### src/rtl/abc_pkg.sv
// Shared definitions for the A/B/C latch self-test driver.
//   - state_e      : driver FSM states
//   - vec_t        : one sequence step {a, b, c, hold}
//   - SeqTable     : the fixed 12-step stimulus sequence
//   - IdleVec      : value driven while not running (A=B=C=1)
//   - clamp_hold() : hold counts below 2 are stretched to 2
package abc_pkg;

  localparam int unsigned SeqLen    = 12;
  localparam int unsigned HoldWidth = 8;

  typedef enum logic [1:0] {
    StIdle,
    StRun,
    StFin
  } state_e;

  typedef struct packed {
    logic                 a;
    logic                 b;
    logic                 c;
    logic [HoldWidth-1:0] hold;
  } vec_t;

  localparam vec_t IdleVec = '{a: 1'b1, b: 1'b1, c: 1'b1, hold: HoldWidth'(2)};

  localparam vec_t SeqTable [SeqLen] = '{
    '{a: 1'b1, b: 1'b1, c: 1'b1, hold: 8'd10},
    '{a: 1'b0, b: 1'b1, c: 1'b1, hold: 8'd10},
    '{a: 1'b1, b: 1'b1, c: 1'b1, hold: 8'd5},
    '{a: 1'b1, b: 1'b0, c: 1'b1, hold: 8'd5},
    '{a: 1'b1, b: 1'b0, c: 1'b0, hold: 8'd5},
    '{a: 1'b1, b: 1'b1, c: 1'b0, hold: 8'd5},
    '{a: 1'b1, b: 1'b1, c: 1'b1, hold: 8'd5},
    '{a: 1'b1, b: 1'b0, c: 1'b1, hold: 8'd10},
    '{a: 1'b1, b: 1'b1, c: 1'b1, hold: 8'd10},
    '{a: 1'b0, b: 1'b1, c: 1'b1, hold: 8'd10},
    '{a: 1'b1, b: 1'b1, c: 1'b1, hold: 8'd5},
    '{a: 1'b1, b: 1'b1, c: 1'b0, hold: 8'd10}
  };

  // A step must last at least two cycles so the model has settled before the compare.
  function automatic logic [HoldWidth-1:0] clamp_hold(input logic [HoldWidth-1:0] h);
    return (h < HoldWidth'(2)) ? HoldWidth'(2) : h;
  endfunction

endpackage

### src/rtl/abc_step_rom.sv
// Combinational sequence-table lookup.
//   idx : step index (0..DEPTH-1)
//   vec : {a, b, c, hold} for that step; out-of-range indices return the idle
//         vector (1,1,1) with hold 2
module abc_step_rom
  import abc_pkg::*;
#(
  parameter int unsigned DEPTH = SeqLen
) (
  input  logic [3:0] idx,
  output vec_t       vec
);

  always_comb begin
    vec = IdleVec;
    if (32'(idx) < DEPTH && 32'(idx) < SeqLen) begin
      vec = SeqTable[idx];
    end
  end

endmodule

### src/rtl/abc_stim_driver.sv
// Stimulus driver and checker for the three-input set/hold latch
// (Y = ~B | ~C | (A & Y)). A START pulse plays the step table, holding each
// vector for max(hold,2) cycles, while a reference model tracks the expected Y.
// The returned Y is compared on the last cycle of every step.
//   CLK     : clock, rising edge
//   RST_N   : synchronous active-low reset
//   START   : run request pulse, honoured only when not running
//   Y_IN    : Y from the latch under test
//   A/B/C   : driven latch inputs (1,1,1 when idle)
//   BUSY    : sequence running
//   DONE    : run finished, held until next START or reset
//   STEP    : index of the step being driven
//   EXP_Y   : reference-model Y
//   ERR_CNT : saturating count of step-end mismatches
module abc_stim_driver
  import abc_pkg::*;
#(
  parameter int unsigned DEPTH  = 12,
  parameter int unsigned HOLD_W = 8,
  parameter int unsigned ERR_W  = 4
) (
  input  logic             CLK,
  input  logic             RST_N,
  input  logic             START,
  input  logic             Y_IN,
  output logic             A,
  output logic             B,
  output logic             C,
  output logic             BUSY,
  output logic             DONE,
  output logic [3:0]       STEP,
  output logic             EXP_Y,
  output logic [ERR_W-1:0] ERR_CNT
);

  localparam logic [3:0]       LastStep = 4'(DEPTH - 1);
  localparam logic [ERR_W-1:0] ErrMax   = '1;

  state_e            state_q, state_d;
  logic [3:0]        step_q, step_d;
  logic [HOLD_W-1:0] cnt_q, cnt_d;
  logic              a_q, a_d, b_q, b_d, c_q, c_d;
  logic              exp_q, exp_d;
  logic [ERR_W-1:0]  err_q, err_d;

  logic [3:0]        rom_idx;
  vec_t              rom_vec;
  logic [HOLD_W-1:0] reload;
  logic              last_cycle;

  // While running, look ahead to the next step; otherwise look up step 0 for a start.
  assign rom_idx = (state_q == StRun) ? step_q + 4'd1 : 4'd0;

  abc_step_rom #(
    .DEPTH (DEPTH)
  ) u_rom (
    .idx (rom_idx),
    .vec (rom_vec)
  );

  // Counter runs hold-1 .. 0, so zero marks the step's final cycle.
  assign reload     = HOLD_W'(clamp_hold(rom_vec.hold) - HoldWidth'(1));
  assign last_cycle = (cnt_q == '0);

  always_comb begin
    state_d = state_q;
    step_d  = step_q;
    cnt_d   = cnt_q;
    a_d     = a_q;
    b_d     = b_q;
    c_d     = c_q;
    exp_d   = exp_q;
    err_d   = err_q;

    unique case (state_q)
      StIdle, StFin: begin
        if (START) begin
          state_d = StRun;
          step_d  = 4'd0;
          cnt_d   = reload;
          a_d     = rom_vec.a;
          b_d     = rom_vec.b;
          c_d     = rom_vec.c;
          exp_d   = 1'b1;
          err_d   = '0;
        end
      end
      StRun: begin
        // Model follows the vector currently on the pins.
        exp_d = ~b_q | ~c_q | (a_q & exp_q);
        cnt_d = cnt_q - HOLD_W'(1);
        if (last_cycle) begin
          if ((Y_IN != exp_q) && (err_q != ErrMax)) begin
            err_d = err_q + ERR_W'(1);
          end
          if (step_q == LastStep) begin
            state_d = StFin;
            step_d  = 4'd0;
            cnt_d   = '0;
            a_d     = IdleVec.a;
            b_d     = IdleVec.b;
            c_d     = IdleVec.c;
          end else begin
            step_d = step_q + 4'd1;
            cnt_d  = reload;
            a_d    = rom_vec.a;
            b_d    = rom_vec.b;
            c_d    = rom_vec.c;
          end
        end
      end
      default: begin
        state_d = StIdle;
      end
    endcase
  end

  always_ff @(posedge CLK) begin
    if (!RST_N) begin
      state_q <= StIdle;
      step_q  <= 4'd0;
      cnt_q   <= '0;
      a_q     <= 1'b1;
      b_q     <= 1'b1;
      c_q     <= 1'b1;
      exp_q   <= 1'b1;
      err_q   <= '0;
    end else begin
      state_q <= state_d;
      step_q  <= step_d;
      cnt_q   <= cnt_d;
      a_q     <= a_d;
      b_q     <= b_d;
      c_q     <= c_d;
      exp_q   <= exp_d;
      err_q   <= err_d;
    end
  end

  assign A       = a_q;
  assign B       = b_q;
  assign C       = c_q;
  assign BUSY    = (state_q == StRun);
  assign DONE    = (state_q == StFin);
  assign STEP    = step_q;
  assign EXP_Y   = exp_q;
  assign ERR_CNT = err_q;

endmodule
### config.mk
export PLATFORM = sky130hd
export DESIGN_NAME = abc_stim_driver
export DESIGN_NICKNAME = d
export VERILOG_FILES = /design/src/rtl/abc_pkg.sv /design/src/rtl/abc_step_rom.sv /design/src/rtl/abc_stim_driver.sv
export SDC_FILE = /design/constraint.sdc
export NUM_CORES = 1
export LEC_CHECK = 0
export BUFFER_PORTS_ARGS = -buffer_cell sky130_fd_sc_hd__buf_4
export CAP_MARGIN = 20
export CORE_ASPECT_RATIO = 0.7
export CORE_MARGIN = 2
export CORE_UTILIZATION = 60
export DETAILED_ROUTE_END_ITERATION = 8
export PLACE_DENSITY = 0.87
export SLEW_MARGIN = 20
export SYNTH_ARGS = -nofsm -noshare
export SYNTH_HDL_FRONTEND = slang
export SYNTH_SLANG_ARGS = --single-unit
### constraint.sdc
create_clock -name CLK -period 6.3 [get_ports CLK]
set_input_delay 0.315 -clock CLK [delete_from_list [all_inputs] [get_ports CLK]]
set_output_delay 0.315 -clock CLK [all_outputs]
set_load 0.01 [all_outputs]
==> metrics.cfg <==
[routing]
drt_first_iter_violations=166
via_count=1558
routed-wl-met2_um=1820
routed_wl_um=3900
wl_per_cell_um=16.5
dr.pass1.iters=5
vias_per_cell=6.57
wl_met3_um=291
ant_nets=0
wl_met1_um=1710
remaining_drc_errors=0
highest_layer=met4

[pwr]
p_leak_nw=0.673
power.density_nw_per_um2=231
irDropWorstVdd_uv=166

[cts]
cts_buffers=3
path_clk_slew_ns=0.13
cts_buffer_depth=2
cts_tree=built
clockRootBuffer=clkbuf_4
cts.repair.resized=0
clk_latency_ns=0.32
post_cts_buffers=0
holdBufCountCts=0
cts_sinks=22
htreeDepth=1

[placement]
place_worst_setup_slack_ns=3.16
hpwlAfterDp_um=2740
portBuffers=17
gp_congestion=0.869

[logic_synthesis]
synth-compound-area-share=0.246
yosys.area_share.simple=0.302
synth_mux_area_frac=0.0142
ys_warn_count=0
ys_async_sr_fraction=0
synth_area_um2=1500
synth_fp_nets=202
syn_avg_cell_area_um2=7.91
synth-main-ff-cell=dfxtp_1
synth_fa_ha_area_frac=0.0666
netlist_instances=190
synth_top_family_by_area=simple AND/OR/NAND/NOR gates
synth_edf_count=0
ys_types=48
yosysSeqAreaShare=0.293
synthXorXnorAreaFrac=0.0291
synth_seq_cells=22

[critical_path]
cp_max_fo=16
start_kind=flop
timing.reg2reg.setup_slack_ns=3.05
critPathArrivalTime_ns=3.48
reg2reg_depth=12
reg2reg_to=cnt_q[1]$_SDFFE_PN0P_
worstPathRequired_ns=6.53
criticalPathCategory=flop to flop
timing.rr.start=state_q[0]$_SDFFE_PN0P_
cp-end-kind=flop

[sta]
drv_slew=0
tightest_slew_ns=0.747
fin_tns_setup_ns=0
finalClockSkew_ns=0.00475
finalWorstSetupSlack_ns=3.05
period_share=0.516
finalHoldViolCount=0
setup_viol=0
rsz0062_at_grt=no
min_period_ns=3.25
timing.slew.headroom=0.497
fmax_mhz=307

[grt]
grt_max_degree=17
antenna_found_initial=0
grt_pass1_vias=1422
grt_overflow=0
grt_pass1_wl_um=6400
grt_usage=0.286

[floorplan]
start_util=0.621
dieArea_um2=2930
coreArea_um2=2420
die_x_um=63.8
ios=18
row_count=15
die_y_um=45.9

[flow_run]
drv_cap=0

[layout]
layout-drive-gt1-share=0.158
nFillCells=204
fin_nets=216
area_growth_pct=11.7
multi_input_area_um2=988
regArea_um2=440
num_antenna_cells=0

[min_path]
min_path_cells=2
min-delay-start=RST_N
min_path_type=input pin to flop
worstHoldEndpoint=EXP_Y$_SDFFE_PN1P_

[outcome]
status=finished clean

-- cell type report --
cell class / count / share of cell area
clock buffers: 3 / 0.0134
multi-input cells: 153 / 0.589
inverters: 7 / 0.0157
flip-flops and latches: 22 / 0.262
well taps: 34 / 0.0254
clock inverters: 1 / 0.0179
repair buffers: 17 / 0.0761
-- per-stage QoR --
step	total power [mW]	cells	area, um^2	hold slack, ns	util
after global routing	0.405	237	1680	0.233	0.693
after global placement	0.267	233	1630	0.497	0.671
after detailed placement	0.274	233	1630	0.503	0.671
final	0.387	237	1680	0.229	0.693
after floorplan	0.246	190	1500	0.492	-
after CTS	0.383	237	1680	0.228	0.693
-- registers in the layout (all words and copies together) (netlist names) --
name / cells
cnt_q: 8
ERR_CNT: 4
STEP: 4
state_q: 2
A: 1
B: 1
C: 1
EXP_Y: 1
-- worst max-delay path by stage --
stage / startpoint / to / slack [ns] / cells after the start
5_1_grt: state_q[0]$_SDFFE_PN0P_ / cnt_q[1]$_SDFFE_PN0P_ / 2.85 / 12
3_5_place_dp: state_q[0]$_SDFFE_PN0P_ / cnt_q[1]$_SDFFE_PN0P_ / 3.16 / 12
2_1_floorplan: state_q[0]$_SDFFE_PN0P_ / cnt_q[1]$_SDFFE_PN0P_ / 3.65 / 13
6_report: state_q[0]$_SDFFE_PN0P_ / cnt_q[1]$_SDFFE_PN0P_ / 3.05 / 12
4_1_cts: state_q[0]$_SDFFE_PN0P_ / cnt_q[1]$_SDFFE_PN0P_ / 3.11 / 12
3_3_place_gp: state_q[0]$_SDFFE_PN0P_ / cnt_q[1]$_SDFFE_PN0P_ / 3.35 / 12
-- cell families after synthesis --
| logic type | count (synthesis) |
|---|---|
| simple gates | 86 |
| compound gates | 52 |
| flops | 22 |
| buf+inv | 15 |
| fa+ha+maj | 8 |
| xor+xnor | 5 |
| mux | 2 |
-- power breakdown --
group	switching, mW	internal, mW	leakage [nW]
Combinational	0.0728	0.0412	0.466
Clock	0.0474	0.0644	0.0279
Sequential	0.0130	0.148	0.179
-- synth_stat cells, drive strengths merged (2+ instances only) --
master,number,share of area
o31ai,2,0.010
or2b,2,0.012
nor2b,3,0.012
nand3b,4,0.020
or4,2,0.012
clkbuf,7,0.024
nand2b,3,0.012
ha,8,0.067
dfxtp,22,0.29
a31oi,4,0.017
and3,3,0.012
inv,7,0.017
nor3,6,0.020
a221oi,2,0.012
nor4,2,0.0083
xor2,4,0.023
or3,2,0.0083
a211oi,5,0.025
nor2,22,0.060
nand2,17,0.044
a21oi,12,0.040
nand3,15,0.050
o211a,3,0.020
o21ai,13,0.046
a311oi,2,0.012
-- worst max-delay path: stages, from the launching register on --
cell and delay [ns]:
dfxtp_1 0.46, or2b_2 0.43, inv_1 0.45, nand2_1 0.16
inv_1 0.14, ha_1 0.18, nor4bb_1 0.29, a211oi_1 0.09
nand2b_1 0.18, nand2b_1 0.17, ha_1 0.27, o21ai_0 0.07
a221oi_1 0.26
-- routing by layer --
metal / global-route usage / vias to the layer above
met2: 0.469 / 100
li1: - / 730
met4: 0.109 / 0
met5: 0 / -
met3: 0.0644 / 12
met1: 0.374 / 716
-- placed cells by master (no fill, tap or decap), drive strengths merged, types with 2 or more instances in the layout --
| master | netlist | final |
|---|---|---|
| a311oi | 2 | 2 |
| a21oi | 12 | 12 |
| or2b | 2 | 2 |
| nand2b | 3 | 3 |
| clkbuf | 7 | 3 |
| ha | 8 | 8 |
| o21ai | 13 | 13 |
| nand3 | 15 | 15 |
| a31oi | 4 | 4 |
| or4 | 2 | 2 |
| a211oi | 5 | 5 |
| o211a | 3 | 3 |
| and3 | 3 | 3 |
| nor2 | 22 | 22 |
| inv | 7 | 7 |
| xor2 | 4 | 4 |
| a221oi | 2 | 2 |
| nor4 | 2 | 2 |
| buf | 1 | 17 |
| nor3 | 6 | 6 |
| nand2 | 17 | 17 |
| nand3b | 4 | 4 |
| dfxtp | 22 | 22 |
| o31ai | 2 | 2 |
| nor2b | 3 | 3 |
| or3 | 2 | 2 |
(Power assumes the default switching activity.)
